--- src/rtl/box_h_3_window_sequencer.sv ---
// Raster pixel stream to 1x3 horizontal windows with edge replication at the
// left/right borders, plus centre column/row coordinates and a frame-end pulse.
// One flush cycle per line (input stalled) emits the last column's window.
module box_h_3_window_sequencer #(
  parameter int unsigned WIDTH  = 640,
  parameter int unsigned HEIGHT = 480
) (
  input  logic        clk_i,
  input  logic        rst_i,
  input  logic [7:0]  pixel_i,
  input  logic        valid_i,
  output logic        ready_o,
  output logic [7:0]  window_o [0:0][0:2],
  output logic [15:0] col_o,
  output logic [15:0] row_o,
  output logic        valid_o,
  output logic        frame_done_o
);

  localparam int unsigned PW = 8;
  localparam int unsigned CW = 16;

  typedef enum logic [1:0] {
    LINE_START = 2'd0,
    FILL       = 2'd1,
    RUN        = 2'd2,
    FLUSH      = 2'd3
  } state_t;

  state_t        state, state_n;
  logic [PW-1:0] prev1, prev1_n;
  logic [PW-1:0] prev2, prev2_n;
  logic [CW-1:0] col_cnt, col_cnt_n;
  logic [CW-1:0] row_cnt, row_cnt_n;

  logic [PW-1:0] win_l_n, win_c_n, win_r_n;
  logic [CW-1:0] col_n, row_n;
  logic          valid_n, frame_done_n, ready_n;

  logic          accept;

  // A beat is taken only when the source offers it and we are not flushing.
  assign accept = valid_i & ready_o;

  // State register.
  always_ff @(posedge clk_i or negedge rst_i) begin
    if (!rst_i) begin
      state <= LINE_START;
    end else begin
      state <= state_n;
    end
  end

  // Taps, counters and registered outputs.
  always_ff @(posedge clk_i or negedge rst_i) begin
    if (!rst_i) begin
      prev1          <= '0;
      prev2          <= '0;
      col_cnt        <= '0;
      row_cnt        <= '0;
      window_o[0][0] <= '0;
      window_o[0][1] <= '0;
      window_o[0][2] <= '0;
      col_o          <= '0;
      row_o          <= '0;
      valid_o        <= 1'b0;
      frame_done_o   <= 1'b0;
      ready_o        <= 1'b1;
    end else begin
      prev1          <= prev1_n;
      prev2          <= prev2_n;
      col_cnt        <= col_cnt_n;
      row_cnt        <= row_cnt_n;
      window_o[0][0] <= win_l_n;
      window_o[0][1] <= win_c_n;
      window_o[0][2] <= win_r_n;
      col_o          <= col_n;
      row_o          <= row_n;
      valid_o        <= valid_n;
      frame_done_o   <= frame_done_n;
      ready_o        <= ready_n;
    end
  end

  // Next-state and next-output logic; window/col/row hold unless a window is emitted.
  always_comb begin
    state_n      = state;
    prev1_n      = prev1;
    prev2_n      = prev2;
    col_cnt_n    = col_cnt;
    row_cnt_n    = row_cnt;
    win_l_n      = window_o[0][0];
    win_c_n      = window_o[0][1];
    win_r_n      = window_o[0][2];
    col_n        = col_o;
    row_n        = row_o;
    valid_n      = 1'b0;
    frame_done_n = 1'b0;
    ready_n      = 1'b1;

    unique case (state)
      LINE_START: begin
        if (accept) begin
          prev1_n   = pixel_i;
          col_cnt_n = CW'(1);
          state_n   = FILL;
        end
      end

      FILL: begin
        if (accept) begin
          win_l_n   = prev1;
          win_c_n   = prev1;
          win_r_n   = pixel_i;
          col_n     = '0;
          row_n     = row_cnt;
          valid_n   = 1'b1;
          prev2_n   = prev1;
          prev1_n   = pixel_i;
          col_cnt_n = CW'(2);
          if (WIDTH == 2) begin
            state_n = FLUSH;
            ready_n = 1'b0;
          end else begin
            state_n = RUN;
          end
        end
      end

      RUN: begin
        if (accept) begin
          win_l_n = prev2;
          win_c_n = prev1;
          win_r_n = pixel_i;
          col_n   = CW'(col_cnt - CW'(1));
          row_n   = row_cnt;
          valid_n = 1'b1;
          prev2_n = prev1;
          prev1_n = pixel_i;
          if (col_cnt == CW'(WIDTH - 1)) begin
            state_n = FLUSH;
            ready_n = 1'b0;
          end else begin
            col_cnt_n = CW'(col_cnt + CW'(1));
          end
        end
      end

      FLUSH: begin
        // Right border: replicate the last pixel of the line.
        win_l_n   = prev2;
        win_c_n   = prev1;
        win_r_n   = prev1;
        col_n     = CW'(WIDTH - 1);
        row_n     = row_cnt;
        valid_n   = 1'b1;
        col_cnt_n = '0;
        if (row_cnt == CW'(HEIGHT - 1)) begin
          frame_done_n = 1'b1;
          row_cnt_n    = '0;
        end else begin
          row_cnt_n = CW'(row_cnt + CW'(1));
        end
        state_n = LINE_START;
      end

      default: begin
        state_n = LINE_START;
      end
    endcase
  end

endmodule
--- config.mk ---
export PLATFORM = sky130hd
export DESIGN_NAME = box_h_3_window_sequencer
export DESIGN_NICKNAME = d
export VERILOG_FILES = /design/src/rtl/box_h_3_window_sequencer.sv
export SDC_FILE = /design/constraint.sdc
export NUM_CORES = 1
export LEC_CHECK = 0
export ABC_AREA = 1
export CORE_ASPECT_RATIO = 1.4
export CORE_MARGIN = 3
export CORE_UTILIZATION = 51
export CTS_BUF_LIST = sky130_fd_sc_hd__clkbuf_8
export CTS_CLUSTER_SIZE = 10
export DETAILED_ROUTE_END_ITERATION = 6
export PLACE_DENSITY = 0.74
export SLEW_MARGIN = 20
export SYNTH_ARGS = -nofsm -noshare
export SYNTH_HDL_FRONTEND = slang
export SYNTH_SLANG_ARGS = --single-unit
--- constraint.sdc ---
create_clock -name clk_i -period 5.7 [get_ports clk_i]
set_clock_uncertainty 0.1 [all_clocks]
set_input_delay 0.855 -clock clk_i [delete_from_list [all_inputs] [get_ports clk_i]]
set_output_delay 0.855 -clock clk_i [all_outputs]
set_load 0.02 [all_outputs]
==> results of run 1 <==
## stage by stage
| stage | instances | power (W) |
|---|---|---|
| after floorplan | 667 | 0.00234 |
| after global placement | 848 | 0.00292 |
| after detailed placement | 848 | 0.00297 |
| after CTS | 864 | 0.00347 |
| after global routing | 864 | 0.00370 |
| final | 864 | 0.00345 |
## metal layers
| metal | global-route usage (%) | vias to the layer above |
|---|---|---|
| met2 | 41.0 | 143 |
| met1 | 27.7 | 2216 |
| met4 | 11.1 | 0 |
| li1 | - | 2270 |
| met5 | 0 | - |
| met3 | 3.68 | 28 |
## path summary, 6_finish.rpt
kind                       startpoint      endpoint  slack, ps  cells after the start
min                             rst_i   col_cnt[10]        350                      1
max                          state[1]  window_o[12]       2770                      5
max in group asynchronous       rst_i      prev1[7]       3930                      2
max reg2reg                  state[1]  window_o[12]       2770                      5
min reg2reg                  col_o[8]      col_o[8]        400                      2
min in group clk_i           col_o[8]      col_o[8]        400                      2
## critical path, delay by kind of cell (launching register included)
kind                       cells  cell delay (ps)
muxes                          1              400
DFF                            1              430
buffers and inverters          2              850
AOI/OAI and AO/OA              1              210
adders and majority gates      1              820
## cell usage after synthesis
cell       number
nand2_1       155
dfrtp_1       108
nor2_1         88
inv_1          62
nand3_1        42
o21ai_0        39
a21oi_1        29
mux2_2         22
nand4_1        18
a31oi_1        15
buf_2          15
xor2_1         10
clkbuf_1        9
nor3_1          9
ha_1            8
o21ai_1         8
nand2_2         5
inv_2           3
buf_6           2
mux2_1          2
nor2_2          2
nor2_4          2
o21bai_1        2
or2_2           2
buf_1           1
buf_4           1
buf_8           1
dfstp_2         1
nor3_4          1
nor4_1          1
o2111ai_1       1
o21ai_2         1
o21ai_4         1
or2_1           1
## area by class of cell
cell class | count | share of cell area [%]
multi-input cells | 464 | 36.8
well taps | 138 | 2.68
clock inverters | 6 | 1.19
clock buffers | 10 | 2.14
flip-flops and latches | 109 | 42.4
inverters | 65 | 3.79
repair buffers | 72 | 11.0
## power by group through the flow
stage,clock (W),combinational (W),sequential (W)
final,0.000503,0.00169,0.00125
after global routing,0.000545,0.00187,0.00128
after CTS,0.000513,0.00171,0.00125
after detailed placement,0,0.00170,0.00126
after global placement,0,0.00165,0.00126
after floorplan,0,0.000882,0.00145
## flip-flops by register name (all words and copies together), names as in the netlist
register / cells
col_cnt: 16
prev1: 8
valid_o: 1
row_cnt: 16
frame_done_o: 1
prev2: 8
ready_o: 1
window_o: 24
col_o: 16
row_o: 16
state: 2
## logic make-up after synthesis
group,count (synthesis),share of synthesized area [%]
adders and majority gates,8,1.82
xor gates and xnor gates,10,1.59
DFF,109,49.6
AOI/OAI and AO/OA,96,9.51
muxes,24,4.91
buffers and inverters,94,7.30
and+or+nand+nor,326,25.2
==> impl_metrics.yaml, run 1 <==
drt:
  postRouteAntennaNets: 0
  routed_wl_mm: 13.3
  dr.max_layer_used: "met4"
  first_pass_iters: 5
  routed_via_density: 5.39
  vias: 4657
  route.met3.wl_um: 612
  wl_per_cell_um: 15.4
  wl_met1_mm: 5.21
  wl_met2_mm: 7.07
  route.detailed.drc: 0
  drt_iter0_markers: 242
cells_and_area:
  final_cell_mix: "155 x nand2_1, 108 x dfrtp_1, 88 x nor2_1"
  fill_cells: 910
  seq_area_mm2: 0.00273
  diodes: 0
  final_util_pct: 61.6
  drive_gt1_share_pct: 8.26
  area_growth_pct: 17.1
  multi_input_area_mm2: 0.00237
  fin_nets: 740
  stdcell_area_mm2: 0.00644
  layout_commonest_cell: "nand2_1"
worst_hold_path:
  min_path_type: "input pin to async pin"
critical_path:
  crit_arrival_ps: 3100
  critPathRequiredTime_ps: 5870
  setup.worst_path.class: "flop to flop"
  cp_cell_sequence: "ha_1, inv_2, o21ai_4, buf_4, mux2_2"
  cp_slowest_stage_delay_ps: 820
  worst_setup_path_start_kind: "flop"
  crit_path_end_kind: "flop"
  slowest_stage: "ha_1"
  crit_fanout: 54
floorplanning:
  start_util_pct: 52.6
  ios: 70
  core_mm2: 0.0105
  die_x_um: 93.8
  die_y_um: 129
  fp-row-count: 44
  die-area_mm2: 0.0121
sta:
  setup_tns_ps: 0
  whs_ps: 348
  finalHoldViolations: 0
  setup_ws_ps: 2770
  fin_crit_sh_pct: 51.5
  rsz0062_at_grt: "false"
  setup_viol_count_final: 0
  drv_slew: 0
  fin_crit_ps: 2930
  tightest_slew_ps: 960
  slew_headroom_pct: 36.0
  fmax_mhz: 341
power:
  p_switching_w: 0.00147
  switching_share_pct: 42.7
  power_frac_clock_pct: 14.6
  power-per-cell-area_mw_per_mm2: 535
  p_int_w: 0.00198
  leakagePower_nw: 2.94
  pwr-share-seq_pct: 36.4
  combPwrFrac_pct: 49.0
  peakVddDrop_v: 0.000385
placement:
  dpl.hpwl_mm: 9.68
  placedInstanceArea_mm2: 0.00622
  preCtsSetupSlack_ps: 2590
  routabilityCongestion: 0.966
  portBuffers: 69
clock_network:
  cts_hold_buf: 0
  post_cts_buffers: 0
  cts_buffers: 9
  clkSlewWorstSetupHoldPaths_ps: 100
  htree_num_levels: 3
  cts_root_buf: "clkbuf_8"
  cts_tree: "yes"
  cts_resized: 0
  worstSkewPairLatency_ps: 380
  clkSinkCount: 109
  clk_path_buf_depth: 2
synthesis:
  yosysWarnings: 0
  synth_area_leaders: "dfrtp_1 49%, nand2_1 11%, nor2_1 6.0%"
  synth_top_area_share_pct: 49.1
  ys_seq_area_share_pct: 49.6
  yosysUniqueCellTypes: 34
  ys_seq_elements: 109
  synth_area_mm2: 0.00550
  syn-num-nets: 686
  postSynthAreaPerCell_um2: 8.24
  synth_cells: 667
  yosys.area.top_type: "dfrtp_1"
global_route:
  grt_pass1_vias: 4713
  overflow: 0
  antenna_found_initial: 0
  grt_util_all_layers_pct: 23.4
  grt_pass1_wl_mm: 22.3
  grt_max_degree: 68
status:
  status: "complete, no violations"
run:
  drv_cap: 0
No activity file was read; power rests on OpenSTA's default activity.
==> inputs of run 2 (changes only) <==
clock period = 3.1 ns   (was 5.7 ns; I/O delays follow)
==> run 2 against run 1 <==
  * Routed wire length rose by 1.7%
  * Clock power rose by 76%
  * Via count grew 1.9%
  * Flip-flop and latch count stayed put
  * Global-route usage decreased by 0.64 points
  * Maximum frequency is 19% higher
  * Critical endpoint is now window_o[19]
  * Final area is 0.64% higher
  * Critical path type unchanged
==> impl_metrics.yaml, run 2 (same netlist as run 1, synthesis figures left out) <==
critical_path:
  cp.depth: 8
  crit_arrival_ps: 2610
  worstRegToRegCells: 8
  critPathBufInv: 2
  crit_fanout: 20
  cp_common_cell: "nand2_1"
  setup.worst_path.class: "flop to flop"
  critPathRequiredTime_ps: 3250
  cp_slowest_stage_delay_ps: 550
  rr_endpoint: "window_o[19]"
  worst_setup_path_start_kind: "flop"
  critPathTopFamily: "simple AND/OR/NAND/NOR gates"
  rrSetupSlack_ps: 640
  cp_cell_sequence: "inv_1, ha_1, or2_1, nand2_1, nand2_1, inv_2, nor2_1, a31oi_1"
  slowest_stage: "ha_1"
  crit_path_end_kind: "flop"
  r2r_start: "state[0]"
clock_network:
  cts_resized: 0
  cts_buffers: 9
  cts_tree: "yes"
  cts_hold_buf: 0
  clkSinkCount: 109
  clkSlewWorstSetupHoldPaths_ps: 110
  htree_num_levels: 3
  post_cts_buffers: 0
  worstSkewPairLatency_ps: 380
  cts_root_buf: "clkbuf_8"
  clk_path_buf_depth: 2
placement:
  portBuffers: 69
  routabilityCongestion: 1.01
  dp.cells: 852
  dpl.hpwl_mm: 10.2
sta:
  slew_headroom_pct: 39.7
  fin_crit_sh_pct: 79.4
  drv_slew: 0
  whs_ps: 41.8
  setup_tns_ps: 0
  rsz0062_at_grt: "false"
  finalHoldViolations: 0
  fin_crit_ps: 2460
  tightest_slew_ps: 901
  fmax_mhz: 406
  setup_viol_count_final: 0
drt:
  routed_via_density: 5.47
  postRouteAntennaNets: 0
  drt_iter0_markers: 295
  first_pass_iters: 6
  route.detailed.drc: 0
  wl_per_cell_um: 15.6
  routed_wl_mm: 13.5
  vias: 4746
cells_and_area:
  fill_cells: 910
  seq_area_mm2: 0.00273
  fin_nets: 744
  drive_gt1_share_pct: 8.77
  area_growth_pct: 17.8
  layout_commonest_cell: "nand2_1"
  largest_register_ff_count: 24
  final_cell_mix: "155 x nand2_1, 108 x dfrtp_1, 88 x nor2_1"
  stdcell_count: 868
  multi_input_area_mm2: 0.00237
  diodes: 0
  regMostFlops: "window_o"
global_route:
  grt_util_met2_pct: 40.1
  use_met3_pct: 3.80
  antenna_found_initial: 0
  grt_pass1_wl_mm: 21.8
  grt_util_all_layers_pct: 22.7
  busiest_layer: "met2"
  met1_usage_pct: 27.0
  grt_max_degree: 60
  overflow: 0
  grt_pass1_vias: 4563
floorplanning:
  fp-row-count: 44
  die_y_um: 129
  start_util_pct: 52.6
  die_x_um: 93.8
  core_mm2: 0.0105
  die-area_mm2: 0.0121
  ios: 70
power:
  leakagePower_nw: 2.96
  fin_total_pwr_w: 0.00633
  peakVddDrop_v: 0.000695
  power-per-cell-area_mw_per_mm2: 976
status:
  status: "complete, no violations"
run:
  drv_cap: 0
worst_hold_path:
  min_path_type: "input pin to async pin"
==> run 2: layout make-up <==
type                       instances  area share (%)
clock inverter                     7            1.37
inverter                          65            3.77
sequential                       109            42.1
multi-input combinational        464            36.6
tap                              138            2.66
timing repair buffer              76            11.6
clock buffer                       9            1.91
==> run 2: through the flow <==
stage | cell area (µm²) | setup WS (ps) | utilization [%]
2_1_floorplan | 5500 | 1240 | -
3_3_place_gp | 6270 | 805 | 59.9
3_5_place_dp | 6270 | 656 | 59.9
4_1_cts | 6480 | 650 | 61.9
5_1_grt | 6480 | 388 | 61.9
6_report | 6480 | 639 | 61.9
==> run 2: worst max path at each step <==
stage,startpoint,endpoint
5_1_grt,state[0],col_o[4]
3_5_place_dp,state[0],window_o[17]
3_3_place_gp,valid_i,row_o[12]
2_1_floorplan,state[1],window_o[12]
4_1_cts,state[0],window_o[17]
6_report,state[0],window_o[19]
==> run 2: worst reg2reg max path: cells and delay by family (launching register included) <==
kind	cells	cell delay (ps)
simple gates	4	810
fa+ha+maj	1	550
flops	1	430
buf+inv	2	390
compound gates	1	50
==> run 2: power by group <==
part	switching (W)	internal, W
logic	0.00185	0.00130
clock network	0.000556	0.000329
registers	0.000354	0.00194
==> run 2: routing by layer <==
| metal | part of all wire, % | routed length [µm] |
|---|---|---|
| met5 | 0 | 0 |
| met4 | 3.4 | 466 |
| met3 | 4.5 | 614 |
| met2 | 52 | 7070 |
| met1 | 40 | 5380 |
==> inputs of run 3 (changes only) <==
clock period = 2.6 ns   (was 3.1 ns; I/O delays follow)
==> run 3 against run 2 <==
  * Die area stayed put
  * Worst hold slack improved by 350 ps
  * Via count is 0.63% higher
  * Sequential power is 20% higher
  * Cell count increased by 1.5%
  * Final area grew 1.1%
  * Power up 19%
  * Flip-flop and latch count did not move
  * Clock power up 9.7%
==> impl_metrics.yaml, run 3 (same netlist as run 1, synthesis figures left out) <==
clock_network:
  clk_path_buf_depth: 2
  clkSlewWorstSetupHoldPaths_ps: 110
  cts_root_buf: "clkbuf_8"
  cts_resized: 0
  cts_tree: "yes"
  clkSinkCount: 109
  cts_buffers: 9
  htree_num_levels: 3
  worstSkewPairLatency_ps: 380
  post_cts_buffers: 0
critical_path:
  rr_endpoint: "window_o[7]"
  critPathRequiredTime_ps: 2800
  crit_fanout: 30
  worst_setup_path_start_kind: "flop"
  crit_path_end_kind: "flop"
  rrSetupSlack_ps: 220
  crit_path_start: "state[1]"
  setup.worst_path.class: "flop to flop"
  worstSetupEndpoint: "window_o[7]"
  r2r_start: "state[1]"
  crit_arrival_ps: 2580
  worstRegToRegCells: 6
global_route:
  busiest_layer: "met2"
  grt_pass1_vias: 4758
  overflow: 0
  use_met3_pct: 4.33
  antenna_found_initial: 0
  grt_max_degree: 45
  grt_util_met2_pct: 42.5
  met1_usage_pct: 28.5
  grt_util_all_layers_pct: 23.9
  grt_pass1_wl_mm: 22.8
power:
  switching_share_pct: 43.4
  p_int_w: 0.00426
  power_frac_clock_pct: 12.9
  pwr-share-seq_pct: 36.7
  combPwrFrac_pct: 50.4
  peakVddDrop_v: 0.000972
  power-per-cell-area_mw_per_mm2: 1150
  p_switching_w: 0.00327
  leakagePower_nw: 3.01
sta:
  fmax_mhz: 420
  finalHoldViolations: 0
  whs_ps: 395
  setup_viol_count_final: 0
  fin_crit_sh_pct: 91.6
  fin_crit_ps: 2380
  tightest_slew_ps: 815
  slew_headroom_pct: 45.4
  rsz0062_at_grt: "false"
  setup_tns_ps: 0
  drv_slew: 0
placement:
  dpl.hpwl_mm: 10.2
  routabilityCongestion: 0.925
  portBuffers: 69
floorplanning:
  die_y_um: 129
  fp-row-count: 44
  die_x_um: 93.8
  core_mm2: 0.0105
  start_util_pct: 52.6
  ios: 70
  die-area_mm2: 0.0121
drt:
  routed_wl_mm: 13.7
  routed_via_density: 5.42
  first_pass_iters: 5
  vias: 4776
  drt_iter0_markers: 259
  wl_per_cell_um: 15.6
  postRouteAntennaNets: 0
  route.detailed.drc: 0
cells_and_area:
  largest_register_ff_count: 24
  layout_commonest_cell: "nand2_1"
  regMostFlops: "window_o"
  drive_gt1_share_pct: 10.1
  final_cell_mix: "155 x nand2_1, 108 x dfrtp_1, 88 x nor2_1"
  fin_nets: 757
  area_growth_pct: 19.2
  diodes: 0
run:
  drv_cap: 0
worst_hold_path:
  min_path_type: "flop to flop"
status:
  status: "complete, no violations"
run 3: routing by layer:
metal / routed length (µm) / vias to the layer above
met4: 308 / 0
met2: 7280 / 134
li1: - / 2301
met3: 481 / 27
met5: 0 / -
met1: 5680 / 2314
run 3: worst min path at each step:
stage | start | endpoint | slack (ps) | cells after the start
after floorplan | rst_i | col_cnt[0] | -6 | 0
after global placement | rst_i | col_cnt[11] | 330 | 1
after detailed placement | rst_i | col_cnt[11] | 330 | 1
after CTS | prev2[6] | prev2[6] | 390 | 2
after global routing | prev2[6] | prev2[6] | 420 | 2
final | col_o[10] | col_o[10] | 400 | 2
run 3: repair_timing:
| item | in CTS | in global routing |
|---|---|---|
| hold buffers | 1 | 0 |
| hold endpoints to repair | 41 | 0 |
| endpoints found under the setup margin | 0 | 0 |
run 3: power groups by stage:
stage	logic, W	clock network [W]	registers (W)
floorplan	0.00193	0	0.00319
global placement	0.00369	0	0.00276
detailed placement	0.00380	0	0.00278
CTS	0.00382	0.00100	0.00275
global route	0.00418	0.00107	0.00282
finish	0.00380	0.000971	0.00276
run 3: area by class of cell:
class	count	area (µm²)
Timing Repair Buffer	89	853
Tap cell	138	173
Clock buffer	9	124
Inverter	65	244
Fill cell	956	3910
Sequential cell	109	2730
Clock inverter	7	62.6
Multi-Input combinational cell	464	2370
run 3: worst max-delay path: stages, from the launching register on:
cell	delay [ps]
dfrtp_1	460
inv_1	110
ha_1	360
o21ai_4	680
buf_4	380
nor2_1	60
a31oi_1	140
run 3: through the flow:
stage          power [W]  worst slack, ps  cells  util [%]  instance area (µm²)
2_1_floorplan    0.00512              738    667         -                 5500
3_3_place_gp     0.00645              320    864      60.8                 6360
3_5_place_dp     0.00658              254    864      60.8                 6360
4_1_cts          0.00758              238    881      62.7                 6550
5_1_grt          0.00807             60.3    881      62.7                 6550
6_report         0.00752              219    881      62.7                 6550
